### config.mk
export PLATFORM = sky130hd
export DESIGN_NAME = muldiv_sequencer
export DESIGN_NICKNAME = d
export VERILOG_FILES = /design/src/rtl/muldiv_sequencer.sv
export SDC_FILE = /design/constraint.sdc
export NUM_CORES = 1
export LEC_CHECK = 0
export CAP_MARGIN = 20
export CORE_AREA = 8 8 201 203
export CTS_BUF_LIST = sky130_fd_sc_hd__clkbuf_4
export DETAILED_ROUTE_END_ITERATION = 10
export DIE_AREA = 0 0 209 211
export DONT_BUFFER_PORTS = 1
export SYNTH_ARGS = -nofsm -noshare
export SYNTH_HDL_FRONTEND = slang
export SYNTH_SLANG_ARGS = --single-unit
### constraint.sdc
create_clock -name clk -period 6.5 [get_ports clk]
set_input_delay 1.3 -clock clk [delete_from_list [all_inputs] [get_ports clk]]
set_output_delay 1.3 -clock clk [all_outputs]
set_load 0.01 [all_outputs]
### src/rtl/muldiv_sequencer.sv
// Multi-cycle MULT/MULTU/DIV/DIVU sequencer for the EX stage.
// Runs WIDTH shift-add / restoring-divide iterations and owns the HI/LO registers.
module muldiv_sequencer #(
    parameter int WIDTH = 32
) (
    input  logic             clk,
    input  logic             rst,
    input  logic             start_ex,
    input  logic [1:0]       op_ex,
    input  logic [WIDTH-1:0] opa_ex,
    input  logic [WIDTH-1:0] opb_ex,
    input  logic             flush,
    output logic             stall_ex,
    output logic             done,
    output logic             div_zero,
    output logic [WIDTH-1:0] hi,
    output logic [WIDTH-1:0] lo
);

    localparam int CW = $clog2(WIDTH);

    typedef enum logic [1:0] {
        IDLE,
        BUSY,
        FIX
    } state_t;

    state_t r_state;
    state_t w_nextState;

    logic [1:0]         r_op;
    logic [WIDTH-1:0]   r_opaRaw;
    logic [WIDTH-1:0]   r_opb;
    logic               r_signQ;
    logic               r_signR;
    logic [CW-1:0]      r_cnt;
    logic [2*WIDTH-1:0] r_acc;
    logic [WIDTH-1:0]   r_hi;
    logic [WIDTH-1:0]   r_lo;
    logic               r_done;
    logic               r_divZero;

    logic               w_accept;
    logic               w_commit;
    logic               w_signA;
    logic               w_signB;
    logic [WIDTH-1:0]   w_magA;
    logic [WIDTH-1:0]   w_magB;
    logic [WIDTH:0]     w_mulSum;
    logic [WIDTH:0]     w_divShift;
    logic [WIDTH:0]     w_divTrial;
    logic [2*WIDTH-1:0] w_accNext;
    logic [2*WIDTH-1:0] w_product;
    logic [WIDTH-1:0]   w_hiNext;
    logic [WIDTH-1:0]   w_loNext;

    always_ff @(posedge clk or posedge rst) begin
        if (rst) begin
            r_state <= IDLE;
        end else begin
            r_state <= w_nextState;
        end
    end

    // done blocks re-acceptance so the instruction leaving EX on the done cycle is not restarted.
    always_comb begin
        w_nextState = r_state;
        w_accept    = 1'b0;
        w_commit    = 1'b0;
        case (r_state)
            IDLE: begin
                if (start_ex && !r_done && !flush) begin
                    w_accept    = 1'b1;
                    w_nextState = BUSY;
                end
            end
            BUSY: begin
                if (flush) begin
                    w_nextState = IDLE;
                end else if (r_cnt == CW'(WIDTH - 1)) begin
                    w_nextState = FIX;
                end
            end
            FIX: begin
                w_nextState = IDLE;
                w_commit    = !flush;
            end
            default: begin
                w_nextState = IDLE;
            end
        endcase
        stall_ex = (r_state != IDLE) || w_accept;
    end

    // op bit 0 marks the signed variants; the negated 0x80000000 stays 0x80000000 as an unsigned magnitude.
    always_comb begin
        w_signA = op_ex[0] & opa_ex[WIDTH-1];
        w_signB = op_ex[0] & opb_ex[WIDTH-1];
        w_magA  = w_signA ? -opa_ex : opa_ex;
        w_magB  = w_signB ? -opb_ex : opb_ex;
    end

    // The accumulator holds {partial product, multiplier} or {remainder, dividend/quotient}.
    always_comb begin
        w_mulSum   = {1'b0, r_acc[2*WIDTH-1:WIDTH]} + {1'b0, r_opb};
        w_divShift = r_acc[2*WIDTH-1:WIDTH-1];
        w_divTrial = w_divShift - {1'b0, r_opb};
        w_accNext  = r_acc;
        if (r_op[1]) begin
            if (!w_divTrial[WIDTH]) begin
                w_accNext = {w_divTrial[WIDTH-1:0], r_acc[WIDTH-2:0], 1'b1};
            end else begin
                w_accNext = {w_divShift[WIDTH-1:0], r_acc[WIDTH-2:0], 1'b0};
            end
        end else begin
            if (r_acc[0]) begin
                w_accNext = {w_mulSum, r_acc[WIDTH-1:1]};
            end else begin
                w_accNext = {1'b0, r_acc[2*WIDTH-1:1]};
            end
        end
    end

    // Sign fix-up; unsigned ops never set the sign flags, so they pass through unchanged.
    always_comb begin
        w_product = r_signQ ? -r_acc : r_acc;
        w_hiNext  = w_product[2*WIDTH-1:WIDTH];
        w_loNext  = w_product[WIDTH-1:0];
        if (r_op[1]) begin
            if (r_opb == '0) begin
                w_hiNext = r_opaRaw;
                w_loNext = '1;
            end else begin
                w_loNext = r_signQ ? -r_acc[WIDTH-1:0] : r_acc[WIDTH-1:0];
                w_hiNext = r_signR ? -r_acc[2*WIDTH-1:WIDTH] : r_acc[2*WIDTH-1:WIDTH];
            end
        end
    end

    always_ff @(posedge clk or posedge rst) begin
        if (rst) begin
            r_op      <= 2'b00;
            r_opaRaw  <= '0;
            r_opb     <= '0;
            r_signQ   <= 1'b0;
            r_signR   <= 1'b0;
            r_cnt     <= '0;
            r_acc     <= '0;
            r_hi      <= '0;
            r_lo      <= '0;
            r_done    <= 1'b0;
            r_divZero <= 1'b0;
        end else begin
            r_done <= w_commit;
            if (w_accept) begin
                r_op      <= op_ex;
                r_opaRaw  <= opa_ex;
                r_opb     <= w_magB;
                r_signQ   <= w_signA ^ w_signB;
                r_signR   <= w_signA;
                r_cnt     <= '0;
                r_acc     <= {{WIDTH{1'b0}}, w_magA};
                r_divZero <= 1'b0;
            end else if (r_state == BUSY) begin
                r_acc <= w_accNext;
                r_cnt <= r_cnt + CW'(1);
            end
            if (w_commit) begin
                r_hi      <= w_hiNext;
                r_lo      <= w_loNext;
                r_divZero <= r_op[1] && (r_opb == '0);
            end
        end
    end

    assign done     = r_done;
    assign div_zero = r_divZero;
    assign hi       = r_hi;
    assign lo       = r_lo;

endmodule

* Yosys cells after proc, flatten, opt, wreduce, memory -nomap -nowiden
Cells that the tools add are included.
Word-level totals: bits in registers 205, input port bits 70, output and inout bits 67, word-level logic and storage cells 65
Cells by class: add/subtract/negate cells 8, eq/ne operators 5, multiplexer cells 25, bitwise gates (word level) 3, reductions and logical operators 12
Operators by type and width (count):
- $mux W64 | 6
- $mux W32 | 8
- $neg A32 Y32 | 4
- $neg A64 Y64 | 1
- $add A32 B32 Y33 | 1
- $sub A33 B32 Y33 | 1
- $logic_not A32 Y1 | 1
- $mux W5 | 2
- $mux W2 | 3
- $reduce_bool A2 Y1 | 3
- $add A5 B1 Y5 const B | 1
- $eq A5 B5 Y1 const B | 1
- $mux W1 | 5
- $pmux W2 S2 | 1
- $logic_and A1 B1 Y1 | 3
- $ne A3 B3 Y1 const B | 1
- $and A1 B1 Y1 | 2
- $eq A2 B1 Y1 const B | 1
- $eq A2 B2 Y1 const B | 1
- $logic_not A1 Y1 | 2
- $logic_not A2 Y1 | 1
- $ne A2 B2 Y1 const B | 1
- $reduce_and A2 Y1 | 1
- $logic_or A1 B1 Y1 | 1
- $xor A1 B1 Y1 | 1

* Longest topological paths before layout
word-level depth 7, gate-level depth with buffers 14, mapped depth without buffers 12

* Worst setup path before layout
OpenSTA, ideal clock, no wires.
kind input port to flip-flop, start in opa_ex[7], end reg r_acc[26], library setup time 0.133 ns, data arrival time 3.250 ns, slack 3.117 ns, stages 8, path buffers 1, cells stage by stage or3_1 or3_1 or3_1 nand2b_1 clkbuf_1 o41ai_1 xor2_1 o21ai_0
Between the ends: word-level cells in the longest chain between the ends 3
Ends and longest elaborated chain:
- start: declaration | line 10 | input logic [WIDTH-1:0] opa_ex,
- $neg A32 Y32 | line 99 | w_magA = w_signA ? -opa_ex : opa_ex;
- $mux W32 | line 99
- $mux W64 | line 155 | if (w_accept) begin
- end signal: assignment | line 162 | r_acc <= {{WIDTH{1'b0}}, w_magA};
- end signal: assignment | line 165 | r_acc <= w_accNext;
- end: declaration | line 37 | logic [2*WIDTH-1:0] r_acc;
Every way passes these cells. A chain may end at the register's enable or synchronous reset.

* Worst setup path in the final report
start reg r_acc[31], end reg r_acc[36]
Between the ends: word-level cells in the longest chain between the ends 5
Ends and longest elaborated chain:
- $sub A33 B32 Y33 | line 107 | w_divTrial = w_divShift - {1'b0, r_opb};
- $mux W64 | line 110 | if (!w_divTrial[WIDTH]) begin
- $mux W64 | line 109 | if (r_op[1]) begin
- $mux W64 | line 164 | end else if (r_state == BUSY) begin
- $mux W64 | line 155
Every way passes these cells. The select of a mux whose other input is x is not followed.

==> summary.txt <==
Timing
  – Post-layout min period: about 4.2 ns
  – Setup_tns: 0 ns
  – Finish-stage setup viols: 0
  – Hold slack final: around 0.17 ns
  – Slew headroom: 26.9%
  – Max-slew violations: 0
  – PnR worst setup slack: roughly 2.3 ns
  – Worst-Margin Slew: 1.10 ns
  – Clock Skew: approximately 0.12 ns
  – Fmax: 0.239 GHz
  – Fin. Hold Viols: 0
  – Period utilization: approximately 64%
  – RSZ-0062 raised after global routing: false

Place
  – DP Cell Count: ~2,400
  – Pre-CTS setup slack: around 2.3 ns
  – I/O Buffers: 0
  – Post-DP HPWL: between 40 and 50 mm
  – Placer Congestion: around 0.94
  – DP Area: between 15,000 and 20,000 um2

Detailed routing
  – First-pass DRT Iterations: 5
  – Total number of vias: ~15,000
  – Post-DRT Antenna Nets: 0
  – Routed WL: roughly 56 mm
  – Drt wl/cell: about 22 um
  – DR DRC count: 0
  – Average vias per placed instance: 6.07
  – Initial DRC Count: approximately 1,300

Die
  – Num rows: just over 70
  – Die Ht: around 210 um
  – Core footprint: around 37,000 um2
  – Initial Util: 44.3%
  – Die W: 209 um
  – # IOs: between 100 and 150
  – Die Area: between 40,000 and 50,000 um2

Logic synthesis
  – Post-synth EDFFs: 0
  – Most numerous cell in the Yosys netlist: nand2_1
  – FF+latch count, synth: 204
  – Seq/Total Area, Yosys: a little under a third
  – Synth top area share: between 30% and 40%
  – Syn Nets: 2,229
  – Warnings from Yosys: 0
  – Top cells by area, synth: dfrtp_1 31%, nand2_1 6.5%, o21ai_0 6.2%
  – Ys flop type: dfrtp_1
  – Top cells by count, synth: 285 x nand2_1, 205 x o21ai_0, 204 x dfrtp_1
  – Post-synth top area cell: dfrtp_1
  – Mean Syn Cell Area: roughly 7.9 um2
  – Count of cell types in the netlist: 83
  – Ys async rst share: between 90% and 100%
  – Cells after synthesis: about 2,100
  – Syn Std Cell Area: 16,400 um2

GRT
  – Global-route wire length before repair: ~87 mm
  – Most Crowded Layer GR: met2
  – GR Util met1: a little under a third
  – Remaining global-route overflow: 0
  – Largest net degree at the start of global routing: around 130
  – Initial antenna violation count: 2
  – M2 GR Usage: between 30% and 40%
  – Number of global-route vias before repair: roughly 15,000
  – Total Routing Usage GR: 24.8%
  – GRT met3 Usage: between 5 and 6%

CTS
  – Clock Pin Slew Worst Setup and Hold Paths: ~0.07 ns
  – Hold_buf cts: 0
  – Htree depth: 2
  – CTS resizes: 0
  – TritonCTS clock tree: built
  – Clk sinks: roughly 200
  – Clock latency on the worst-skew pair: 0.89 ns
  – Setup Fix Bufs, Post-CTS: 0
  – Inserted Clock Buffers: a little over 60
  – Root buffer cell: clkbuf_4
  – Clock Path Buffers: 3

Final layout
  – Post-route non-filler standard cell count: roughly 2,500
  – Fill count: roughly 3,700
  – Fin area: between 15,000 and 20,000 um2
  – Number of nets in the layout: between 2,000 and 2,500
  – Area delta synth->final: 5.83%
  – Fraction of layout cells with a size suffix above 1: 7.47%
  – Final core occ: 46.8%

Worst hold path
  – Hold Path Class: in2async

Power
  – Max IR drop VDD: roughly 150 uV
  – Leak Pwr: 7.43 nW
  – Pwr Density: around 420 nW/um2
  – Power Total: 7.39 mW

Worst setup path
  – Crit path required time: approximately 7.3 ns
  – Crit Path Max Fanout: 28
  – Reg2reg setup slack: 2.32 ns
  – Crit end category: register
  – Crit Path Class: reg2reg
  – Critical Path AT: roughly 5 ns
  – Crit path launch type: register

Run status
  – Status: finished, final reports clean

Run
  – MaxCap Viol Count: 0
cell usage in the layout, fill, tap and decap left out, types with 23 or more instances in the layout:
| master | instances |
|---|---|
| a21oi_1 | 176 |
| a21o_1 | 28 |
| nor3_1 | 37 |
| dfrtp_1 | 202 |
| xor2_1 | 104 |
| o211ai_1 | 28 |
| nand3_1 | 32 |
| mux2i_1 | 50 |
| nand2_1 | 283 |
| xnor2_1 | 80 |
| nor2_1 | 149 |
| ha_1 | 70 |
| clkbuf_4 | 79 |
| o31ai_1 | 30 |
| a211oi_1 | 56 |
| inv_1 | 67 |
| a31oi_1 | 23 |
| o21ai_0 | 205 |
| nor4_1 | 23 |
final cells by class:
type	instances	area, um2	share of cell area (%)
repair buffers	16	153	0.878
well taps	474	593	3.41
multi-input cells	1662	10500	60.4
clock buffers	79	593	3.41
clock inverters	30	158	0.906
inverters	70	267	1.53
flip-flops and latches	204	5110	29.4
diodes	4	10.0	0.0576
kinds of logic (layout without fill, tap and decap cells):
kind of cell	Yosys count	in the layout	share of synthesized area, %
simple gates	677	677	19.4
mux	53	53	3.25
buf+inv	221	195	5.26
fa+ha+maj	72	72	5.57
compound gates	675	675	25.6
flops	204	204	31.1
other cells	0	4	0
xor+xnor	185	185	9.86
where the power goes:
part / internal, mW / switching, mW
combinational: 1.64 / 2.31
sequential: 1.53 / 0.658
clock: 0.611 / 0.639
worst max-delay path: stages (launching register included):
cell and delay (ns):
dfrtp_1 0.43, inv_1 0.12, ha_1 0.23, fa_1 0.40, nand2b_1 0.20, a21o_1 0.20, a21oi_1 0.21, a21oi_1 0.19
o22ai_1 0.36, xor2_4 0.84, buf_4 0.41, mux2i_1 0.11, a221o_1 0.37, nand2_1 0.07
flip-flops by register name (all words and copies together) (netlist names):
signal and cells:
div_zero 1, done 1, hi 32, lo 32
r_acc 64, r_cnt 5, r_op 1, r_opaRaw 32
r_opb 32, r_signQ 1, r_signR 1, r_state 2
metal layers:
| layer | vias to the layer above | wire [um] |
|---|---|---|
| met5 | - | 0 |
| met4 | 0 | 2340 |
| met3 | 121 | 4150 |
| met2 | 528 | 25400 |
| met1 | 7361 | 23700 |
| li1 | 7398 | - |
final timing paths:
path                       depth (start not counted)          from           end
min                                                1           rst         hi[1]
max in group asynchronous                          2           rst       r_op[1]
max reg2reg                                       13     r_acc[31]     r_acc[36]
min reg2reg                                        2  r_opaRaw[31]  r_opaRaw[31]
max                                               13     r_acc[31]     r_acc[36]
min in group clk                                   2  r_opaRaw[31]  r_opaRaw[31]
(Power assumes the default switching activity.)
